**config.mk**
```make
export PLATFORM = sky130hd
export DESIGN_NAME = uart_tx_arbiter
export DESIGN_NICKNAME = d
export VERILOG_FILES = /design/src/rtl/uart_tx_arbiter.sv
export SDC_FILE = /design/constraint.sdc
export NUM_CORES = 1
export LEC_CHECK = 0
export BUFFER_PORTS_ARGS = -buffer_cell sky130_fd_sc_hd__buf_2
export CAP_MARGIN = 5
export CORE_UTILIZATION = 44
export DETAILED_ROUTE_END_ITERATION = 10
export PLACE_DENSITY = 0.76
export SLEW_MARGIN = 0
export SYNTH_ARGS = -nofsm -noshare
export SYNTH_HDL_FRONTEND = slang
export SYNTH_SLANG_ARGS = --single-unit
```
**constraint.sdc**
```tcl
create_clock -name clk -period 1.7 [get_ports clk]
set_clock_uncertainty 0.1 [all_clocks]
set_input_delay 0.34 -clock clk [delete_from_list [all_inputs] [get_ports clk]]
set_output_delay 0.34 -clock clk [all_outputs]
set_load 0.03 [all_outputs]
```
**src/rtl/uart_tx_arbiter.sv**
```systemverilog
// Round-robin arbiter sharing one uart_tx between N_REQ byte requesters.
// Ports: clk, rst (async active-low); per-requester req_vld/req_data/req_last
// in, req_rdy out; tx_vld/tx_data to uart_tx, tx_rdy from uart_tx;
// grant (one-hot owner) and busy status.
module uart_tx_arbiter #(
    parameter int N_REQ        = 4,
    parameter int DATA_WIDTH   = 8,
    parameter int MAX_BURST    = 16,
    parameter int IDLE_TIMEOUT = 1024
) (
    input  logic                        clk,
    input  logic                        rst,
    input  logic [N_REQ-1:0]            req_vld,
    input  logic [N_REQ*DATA_WIDTH-1:0] req_data,
    input  logic [N_REQ-1:0]            req_last,
    output logic [N_REQ-1:0]            req_rdy,
    output logic                        tx_vld,
    output logic [DATA_WIDTH-1:0]       tx_data,
    input  logic                        tx_rdy,
    output logic [N_REQ-1:0]            grant,
    output logic                        busy
);

    localparam int IW = $clog2(N_REQ);
    localparam int BW = (MAX_BURST > 1) ? $clog2(MAX_BURST) : 1;
    localparam int TW = $clog2(IDLE_TIMEOUT);

    localparam logic [BW-1:0] BURST_END   = BW'(MAX_BURST - 1);
    localparam logic [TW-1:0] TIMEOUT_END = TW'(IDLE_TIMEOUT - 1);

    typedef enum logic {
        IDLE,
        OWN
    } state_t;

    state_t            state_q, state_d;
    logic [IW-1:0]     owner_q, owner_d;
    logic [IW-1:0]     rr_q, rr_d;
    logic [BW-1:0]     byte_q, byte_d;
    logic [TW-1:0]     idle_q, idle_d;
    logic [N_REQ-1:0]  grant_q, grant_d;

    logic                  own_vld;
    logic                  own_last;
    logic [DATA_WIDTH-1:0] own_data;
    logic                  xfer;
    logic                  rel;
    logic                  hit;
    logic [IW-1:0]         sel;
    logic [IW-1:0]         idx;

    // Owner's signals are picked through the one-hot grant, which is
    // all-zero in IDLE, so nothing leaks through between grants.
    always_comb begin
        own_data = '0;
        for (int k = 0; k < N_REQ; k++) begin
            if (grant_q[k]) begin
                own_data = req_data[k*DATA_WIDTH +: DATA_WIDTH];
            end
        end
    end

    assign own_vld  = |(grant_q & req_vld);
    assign own_last = |(grant_q & req_last);
    assign busy     = (state_q == OWN);
    assign grant    = grant_q;
    assign tx_vld   = busy && own_vld;
    assign tx_data  = tx_vld ? own_data : '0;
    assign req_rdy  = grant_q & {N_REQ{tx_rdy}};
    assign xfer     = tx_vld && tx_rdy;

    // Burst end and packet end on the same transfer collapse into one release.
    assign rel = busy &&
                 ((xfer && (own_last || byte_q == BURST_END)) ||
                  (!own_vld && idle_q == TIMEOUT_END));

    // First requester at or above rr_q, wrapping.
    always_comb begin
        hit = 1'b0;
        sel = '0;
        idx = '0;
        for (int i = 0; i < N_REQ; i++) begin
            idx = IW'((int'(rr_q) + i) % N_REQ);
            if (!hit && req_vld[idx]) begin
                hit = 1'b1;
                sel = idx;
            end
        end
    end

    always_comb begin
        state_d = state_q;
        owner_d = owner_q;
        rr_d    = rr_q;
        byte_d  = byte_q;
        idle_d  = idle_q;
        grant_d = grant_q;
        unique case (state_q)
            IDLE: begin
                if (hit) begin
                    state_d = OWN;
                    owner_d = sel;
                    grant_d = N_REQ'(1) << sel;
                    byte_d  = '0;
                    idle_d  = '0;
                end
            end
            OWN: begin
                if (xfer) begin
                    byte_d = byte_q + 1'b1;
                end
                idle_d = own_vld ? '0 : idle_q + 1'b1;
                if (rel) begin
                    state_d = IDLE;
                    grant_d = '0;
                    byte_d  = '0;
                    idle_d  = '0;
                    rr_d    = (owner_q == IW'(N_REQ - 1)) ? '0
                                                          : owner_q + 1'b1;
                end
            end
            default: begin
                state_d = IDLE;
                grant_d = '0;
            end
        endcase
    end

    always_ff @(posedge clk or negedge rst) begin
        if (!rst) begin
            state_q <= IDLE;
            owner_q <= '0;
            rr_q    <= '0;
            byte_q  <= '0;
            idle_q  <= '0;
            grant_q <= '0;
        end else begin
            state_q <= state_d;
            owner_q <= owner_d;
            rr_q    <= rr_d;
            byte_q  <= byte_d;
            idle_q  <= idle_d;
            grant_q <= grant_d;
        end
    end

endmodule
```
==> metrics.md, run 1 <==
| Metric | Value |
|---|---|
| Status | `finished, violations left` |
| Failing checks | `setup timing` |
| Syn Inst Count | `roughly 180` |
| Period utilization | `145%` |
| Synth top area share | `37.3%` |
| Post-synthesis cell type count | `43` |
| Initial core utilization | `46.2%` |
| Reg-to-reg endpoint | `byte_q[2]$_DFFE_PN0P_` |
| Clk sinks | `23` |
| Fraction of layout cells with a size suffix above 1 | `66.2%` |
| DP Wirelength | `3530 um` |
| Num CTS Buffers | `3` |
| Grt met3 use | `4.20%` |
| Setup crit end kind | `output pin` |
| Startpoint types | `flop` |
| Busiest grt layer | `met2` |
| CP bufs+invs | `1` |
| Antenna Nets Post-Route | `0` |
| Mapped Area | `1540 sq um` |
| Cell depth of the worst flop-to-flop path | `6` |
| Synthesis Warnings | `0` |
| Largest net degree at the start of global routing | `24` |
| Crit Path Class | `flop to output pin` |
| Required time of the worst setup path | `1.26 ns` |
| Dpl cells | `335` |
| Reg2reg start | `grant[1]$_DFFE_PN0P_` |
| Hold Vio Cnt, Final | `0` |
| Port bufs | `60` |
| RSZ-0062 raised after global routing | `yes` |
| Worst hold path type | `primary input to asynchronous set/reset pin` |
| Critical path's top delay family | `simple AND/OR/NAND/NOR gates` |
| Initial DRC count | `236` |
| Commonest non-fill, non-tap cell in the layout | `buf_4` |
| Drt pass-1 iters | `5` |
| I/O Pins | `61` |
| Fin cells | `between 300 and 400` |
| Synth area leaders | `dfrtp_1 37%, o21ai_0 4.9%, a221oi_1 4.5%` |
| Fin. max-slew vios | `0` |
| CTS clk-pin slew, worst paths | `roughly 0.15 ns` |
| Die Ht | `61.2 um` |
| Pwr dens | `around 1600 nW/um^2` |
| Die area | `3740 sq um` |
| Via count | `around 2300` |
| Finished Core Util | `90.3%` |
| Maxcap violations | `0` |
| Crit path cell chain | `nor2b_4, a221oi_4, nor3_2, a21oi_2, nor2_4, buf_6` |
| Die X | `61.2 um` |
| Syn avg cell area | `between 8 and 9 sq um` |
| Area Overhead vs Synth | `95.4%` |
| R2R Setup Slk | `-0.41 ns` |
| M2 GR Usage | `54.8%` |
| DR WL/cell | `23.5 um` |
| Total track usage | `30.2%` |
| Multi-input logic area | `between 1000 and 1500 sq um` |
| Antenna Cells | `0` |
| Async SR Flop Fraction | `100%` |
| Post-place setup slack | `-0.255 ns` |
| Bufs on Longest Clock Path | `2` |
| #FFs+latches synth | `23` |
| Slew margin rel. | `62.1%` |
| Slowest cell delay on critical path | `0.49 ns` |
| Via-to-Cell Ratio | `6.42` |
| Number of global-route vias before repair | `1833` |
| Leakage power | `1.43 nW` |
| Routability cong. | `0.752` |
| Row count | `21` |
| Root Driver | `clkbuf_4` |
| Tmin final | `2.46 ns` |
| NumNets Final | `361` |
| Htree depth | `1` |
| Top_reg_cell synth | `dfrtp_1` |
| Core Area | `3340 sq um` |
| Largest area contributor in the netlist | `dfrtp_1` |
| Detailed-route wire length | `8460 um` |
| Sequential area share after synthesis | `37.3%` |
| First-pass GRT wire length | `8250 um` |
| EDFF count, synth | `0` |
| Met1 Resource Use GR | `36.3%` |
| Initial antenna violation count | `0` |
| Slowest stage cell, crit path | `dfrtp_2` |
| CTS tree | `done` |
| Fillers | `142` |
| Crit path max fanout | `6` |
| Clock Latency Late Sink | `about 0.34 ns` |
| Worst Slack Setup Final | `-0.764 ns` |
| Sequential cell area | `582 sq um` |
| Max VDD drop | `0.000885 V` |
| Crit path DAT | `2.02 ns` |
| Commonest non-fill, non-tap cells in the layout | `58 x buf_4, 49 x buf_2, 24 x buf_6, 18 x dfrtp_1, 13 x nand2_1` |
| Slew @ Worst Pin | `0.568 ns` |
| Total gr overflow | `0` |
| Setup violators final | `34` |
| Max Clock Freq | `406 MHz` |
| DRC viols | `0` |
| Synthesized net count | `230` |
## report_power, final
group / total [mW] / internal [mW] / switching [mW]
clock: 0.284 / 0.0903 / 0.194
combinational: 3.64 / 1.75 / 1.89
sequential: 0.915 / 0.716 / 0.199
total: 4.84 / 2.56 / 2.28
## through the flow
stage               TNS [ns]  cell area [sq um]  total power [mW]  hold WS (ns)
floorplan             -0.895               1750              2.46       -0.0556
global placement       -1.67               2460              3.24         0.242
detailed placement     -2.15               2460              3.31         0.248
CTS                    -5.82               2730              3.96         0.401
global route          -10.10               3010              5.03         0.461
finish                 -9.30               3010              4.84         0.407
## final cells by class
cell class | count | share of cell area, %
multi-input combinational | 149 | 43.4
sequential | 23 | 19.3
clock buffer | 3 | 0.748
inverter | 3 | 0.499
clock inverter | 1 | 0.249
timing repair buffer | 135 | 33.9
tap | 46 | 1.91
## routing by layer
| metal | routed length (um) | up-vias | part of all wire, % |
|---|---|---|---|
| met2 | 3920 | 205 | 46 |
| met4 | 685 | 2 | 8.1 |
| met3 | 948 | 87 | 11 |
| met1 | 2870 | 1080 | 34 |
| met5 | 35 | - | 0.41 |
| li1 | - | 937 | - |
## flip-flops by register name, indices dropped and copies added, names as in the netlist
name / cells
idle_q: 10
byte_q: 4
grant: 4
owner_q: 2
rr_q: 2
busy: 1
## how the worst max path moves through the flow
stage | endpoint | depth (start not counted) | start
after global routing | tx_data[0] | 7 | grant[1]$_DFFE_PN0P_
final | tx_data[3] | 6 | grant[1]$_DFFE_PN0P_
after floorplan | tx_vld | 5 | grant[0]$_DFFE_PN0P_
after global placement | tx_data[4] | 7 | req_vld[2]
after CTS | tx_data[0] | 7 | grant[0]$_DFFE_PN0P_
after detailed placement | tx_data[3] | 6 | grant[1]$_DFFE_PN0P_
## what timing repair did
item                       in CTS  in global routing
setup buffers                  14                  8
pin swaps                      21                 25
hold buffers                    1                  0
hold endpoints to repair       23                  0
gates resized for setup        37                 60
setup endpoints to repair      26                 33
## cell families after synthesis
logic type	Yosys count	synth area share, %
AND/OR/NAND/NOR	81	27.1
AO/OA/AOI/OAI	59	26.1
flip-flops	23	37.3
buffers and inverters	12	3.00
multiplexers	4	2.84
adder cells (fa/ha/maj)	3	2.44
XOR/XNOR	2	1.14
## synthesized netlist by cell type, drive strengths merged (2+ instances only)
library cell / instances
nor3: 15
or3: 2
nand3: 7
dfrtp: 23
a21oi: 12
nor2b: 9
a21o: 4
a22oi: 4
o2bb2ai: 2
o21a: 2
ha: 3
o21ai: 15
nand2: 16
a22o: 4
clkbuf: 8
mux2: 3
a221oi: 8
nand2b: 2
nor2: 16
and2: 6
inv: 3
and3: 2
or2: 2
a21boi: 3
## worst register-to-register path, cell delays in order, from the launching register on
cell       delay, ns
dfrtp_2         0.49
buf_4           0.16
a22oi_1         0.40
and3_4          0.29
o2bb2ai_4       0.08
or3_1           0.33
a31oi_1         0.19
Note: power is estimated with default switching activity, not from simulation.
==> run 2: changes to the inputs <==
--- a/config.mk
+++ b/config.mk
@@ -5,10 +5,11 @@
 export SDC_FILE = /design/constraint.sdc
 export NUM_CORES = 1
 export LEC_CHECK = 0
-export BUFFER_PORTS_ARGS = -buffer_cell sky130_fd_sc_hd__buf_2
+export BUFFER_PORTS_ARGS = -buffer_cell sky130_fd_sc_hd__clkbuf_2
 export CAP_MARGIN = 5
 export CORE_UTILIZATION = 44
 export DETAILED_ROUTE_END_ITERATION = 10
+export HOLD_SLACK_MARGIN = 0.06
 export PLACE_DENSITY = 0.76
 export SLEW_MARGIN = 0
 export SYNTH_ARGS = -nofsm -noshare
==> metrics.md, run 2 (synthesis gave the netlist of run 1 again) <==
| Metric | Value |
|---|---|
| Commonest non-fill, non-tap cell in the layout | `buf_4` |
| Leakage power | `1.46 nW (+1.6%)` |
| Antenna Cells | `0 (unchanged)` |
| Cell depth of the worst flop-to-flop path | `7 (+1)` |
| Htree depth | `1 (unchanged)` |
| Reg-to-reg endpoint | `byte_q[3]$_DFFE_PN0P_` |
| Max VDD drop | `0.00114 V (+29%)` |
| Register bank with the most flops | `idle_q` |
| Num CTS Buffers | `3 (unchanged)` |
| Initial core utilization | `46.2% (unchanged)` |
| Area post-placement | `2410 sq um (-1.7%)` |
| Critical path's top delay family | `flip-flops` |
| Largest net degree at the start of global routing | `24 (unchanged)` |
| Seq pwr share | `18.7% (-0.2 points)` |
| Die X | `61.2 um (unchanged)` |
| Clk sinks | `23 (unchanged)` |
| Root Driver | `clkbuf_4` |
| Die area | `3740 sq um (unchanged)` |
| Crit Path Class | `flop to output pin` |
| Clock group share of total power | `5.9% (about the same)` |
| Crit path max fanout | `6 (unchanged)` |
| Detailed-route wire length | `8860 um (+4.7%)` |
| Antenna Nets Post-Route | `0 (unchanged)` |
| Reg2reg start | `idle_q[0]$_DFFE_PN0P_` |
| Slew @ Worst Pin | `0.639 ns (+0.0711 ns)` |
| Drt pass-1 iters | `5 (unchanged)` |
| Die Ht | `61.2 um (unchanged)` |
| Required time of the worst setup path | `1.26 ns (about the same)` |
| Final instance area | `3090 sq um (+2.5%)` |
| Max reg flops | `10 (unchanged)` |
| Commonest non-fill, non-tap cells in the layout | `50 x buf_4, 46 x clkbuf_2, 20 x buf_6, 18 x dfrtp_1, 15 x nand2_1` |
| I/O Pins | `61 (unchanged)` |
| DR WL/cell | `24.7 um (+5.3%)` |
| Total track usage | `33.1% (+2.9 points)` |
| CP bufs+invs | `2 (+1)` |
| Crit path cell chain | `nor2b_4, buf_12, a221oi_2, nor3_2, a21oi_2, nor2_4, buf_8` |
| Number of global-route vias before repair | `1900 (+3.7%)` |
| Total gr overflow | `0 (unchanged)` |
| Hold Vio Cnt, Final | `0 (unchanged)` |
| Crit path DAT | `1.91 ns (-0.11 ns)` |
| DP Wirelength | `3520 um (-0.36%)` |
| Row count | `21 (unchanged)` |
| NumNets Final | `359 (-0.55%)` |
| Hold slack | `0.430 ns (+0.0231 ns)` |
| Via-to-Cell Ratio | `6.42 (about the same)` |
| Gate power share | `75.4% (+0.2 points)` |
| Setup crit end kind | `output pin` |
| Initial antenna violation count | `0 (unchanged)` |
| Initial DRC count | `261 (+11%)` |
| Via count | `2298 (-0.56%)` |
| Failing checks | `setup timing` |
| RSZ-0062 raised after global routing | `yes` |
| R2R Setup Slk | `-0.34 ns (+0.07 ns)` |
| CTS clk-pin slew, worst paths | `0.16 ns (about the same)` |
| Port bufs | `60 (unchanged)` |
| Clock Latency Late Sink | `0.34 ns (about the same)` |
| Core Area | `3340 sq um (unchanged)` |
| Period utilization | `138% (-6.8 points)` |
| Maxcap violations | `0 (unchanged)` |
| Status | `finished, violations left` |
| Fin. max-slew vios | `0 (unchanged)` |
| Fraction of layout cells with a size suffix above 1 | `67.0% (+0.75 points)` |
| Internal | `2.65 mW (+3.7%)` |
| Slowest stage cell, crit path | `dfrtp_2` |
| Startpoint types | `flop` |
| Slew margin rel. | `57.4% (-4.7 points)` |
| Bufs on Longest Clock Path | `2 (unchanged)` |
| Worst Slack Setup Final | `-0.647 ns (+0.116 ns)` |
| First-pass GRT wire length | `8810 um (+6.8%)` |
| Tmin final | `2.35 ns (-0.116 ns)` |
| Setup violators final | `36 (+5.9%)` |
| Max Clock Freq | `426 MHz (+5.0%)` |
| Pwr dens | `1630 nW/um^2 (+1.3%)` |
| Routability cong. | `0.801 (+6.6%)` |
| Slowest cell delay on critical path | `0.49 ns (about the same)` |
| Sw power | `2.37 mW (+3.9%)` |
| Worst hold path type | `primary input to asynchronous set/reset pin` |
| Switch share | `47.2% (about the same)` |
| CTS tree | `done` |
| DRC viols | `0 (unchanged)` |
| Area Overhead vs Synth | `100%` |
## run 2: final cells by class
| cell class | count | area [sq um] |
|---|---|---|
| Clock buffer | 3 | 22.5 |
| Clock inverter | 1 | 5.00 |
| Fill cell | 111 | 251 |
| Inverter | 3 | 15.0 |
| Multi-Input combinational cell | 149 | 1310 |
| Sequential cell | 23 | 582 |
| Tap cell | 46 | 57.6 |
| Timing Repair Buffer | 133 | 1090 |
## run 2: layer usage
layer	global-route usage, %	part of all wire, %	wire length, um
met2	54.5	47	4170
met3	7.35	9.6	849
met4	20.1	9.1	806
met1	39.6	34	3030
met5	0	0	0
## run 2: what timing repair did
item                                    in CTS  in global routing
hold endpoints to repair                    23                  0
endpoints found under the setup margin      24                 33
cloned                                       0                  0
hold buffers                                 1                  0
pin swaps                                    9                 20
buffers inserted                            10                 12
gates resized for setup                     43                 81
## run 2: worst reg2reg max path, stage by stage (launching register included)
cell and delay (ns):
dfrtp_1 0.42, ha_2 0.23, nand3_4 0.09, nor3_4 0.30, buf_6 0.17, a21boi_4 0.06
or4_1 0.44, a21boi_2 0.17
## run 2: worst max path at each step
| stage | from | endpoint | slack (ns) | cells past startpoint |
|---|---|---|---|---|
| final | grant[0]$_DFFE_PN0P_ | tx_data[1] | -0.65 | 7 |
| after global routing | grant[1]$_DFFE_PN0P_ | tx_data[6] | -0.76 | 7 |
| after CTS | grant[0]$_DFFE_PN0P_ | tx_data[0] | -0.51 | 7 |
| after detailed placement | grant[1]$_DFFE_PN0P_ | tx_data[2] | -0.22 | 6 |
| after global placement | grant[1]$_DFFE_PN0P_ | tx_data[0] | -0.21 | 6 |
| after floorplan | grant[0]$_DFFE_PN0P_ | tx_vld | -0.11 | 5 |
## run 2: stage by stage
step | std cells | setup slack (ns) | total power [mW] | setup TNS [ns] | utilization [%]
after global routing | 358 | -0.759 | 5.19 | -10.99 | 92.5
after detailed placement | 331 | -0.224 | 3.26 | -2.23 | 72.3
after CTS | 346 | -0.514 | 3.94 | -5.34 | 81.9
after floorplan | 184 | -0.111 | 2.46 | -0.895 | -
after global placement | 331 | -0.207 | 3.19 | -1.86 | 72.3
final | 358 | -0.647 | 5.02 | -9.71 | 92.5
## run 2: power by group through the flow
stage / logic, mW / registers [mW] / clock network (mW)
after floorplan: 1.52 / 0.935 / 0
after global placement: 2.33 / 0.869 / 0
after detailed placement: 2.38 / 0.875 / 0
after CTS: 2.81 / 0.865 / 0.261
after global routing: 3.95 / 0.934 / 0.301
final: 3.79 / 0.938 / 0.298
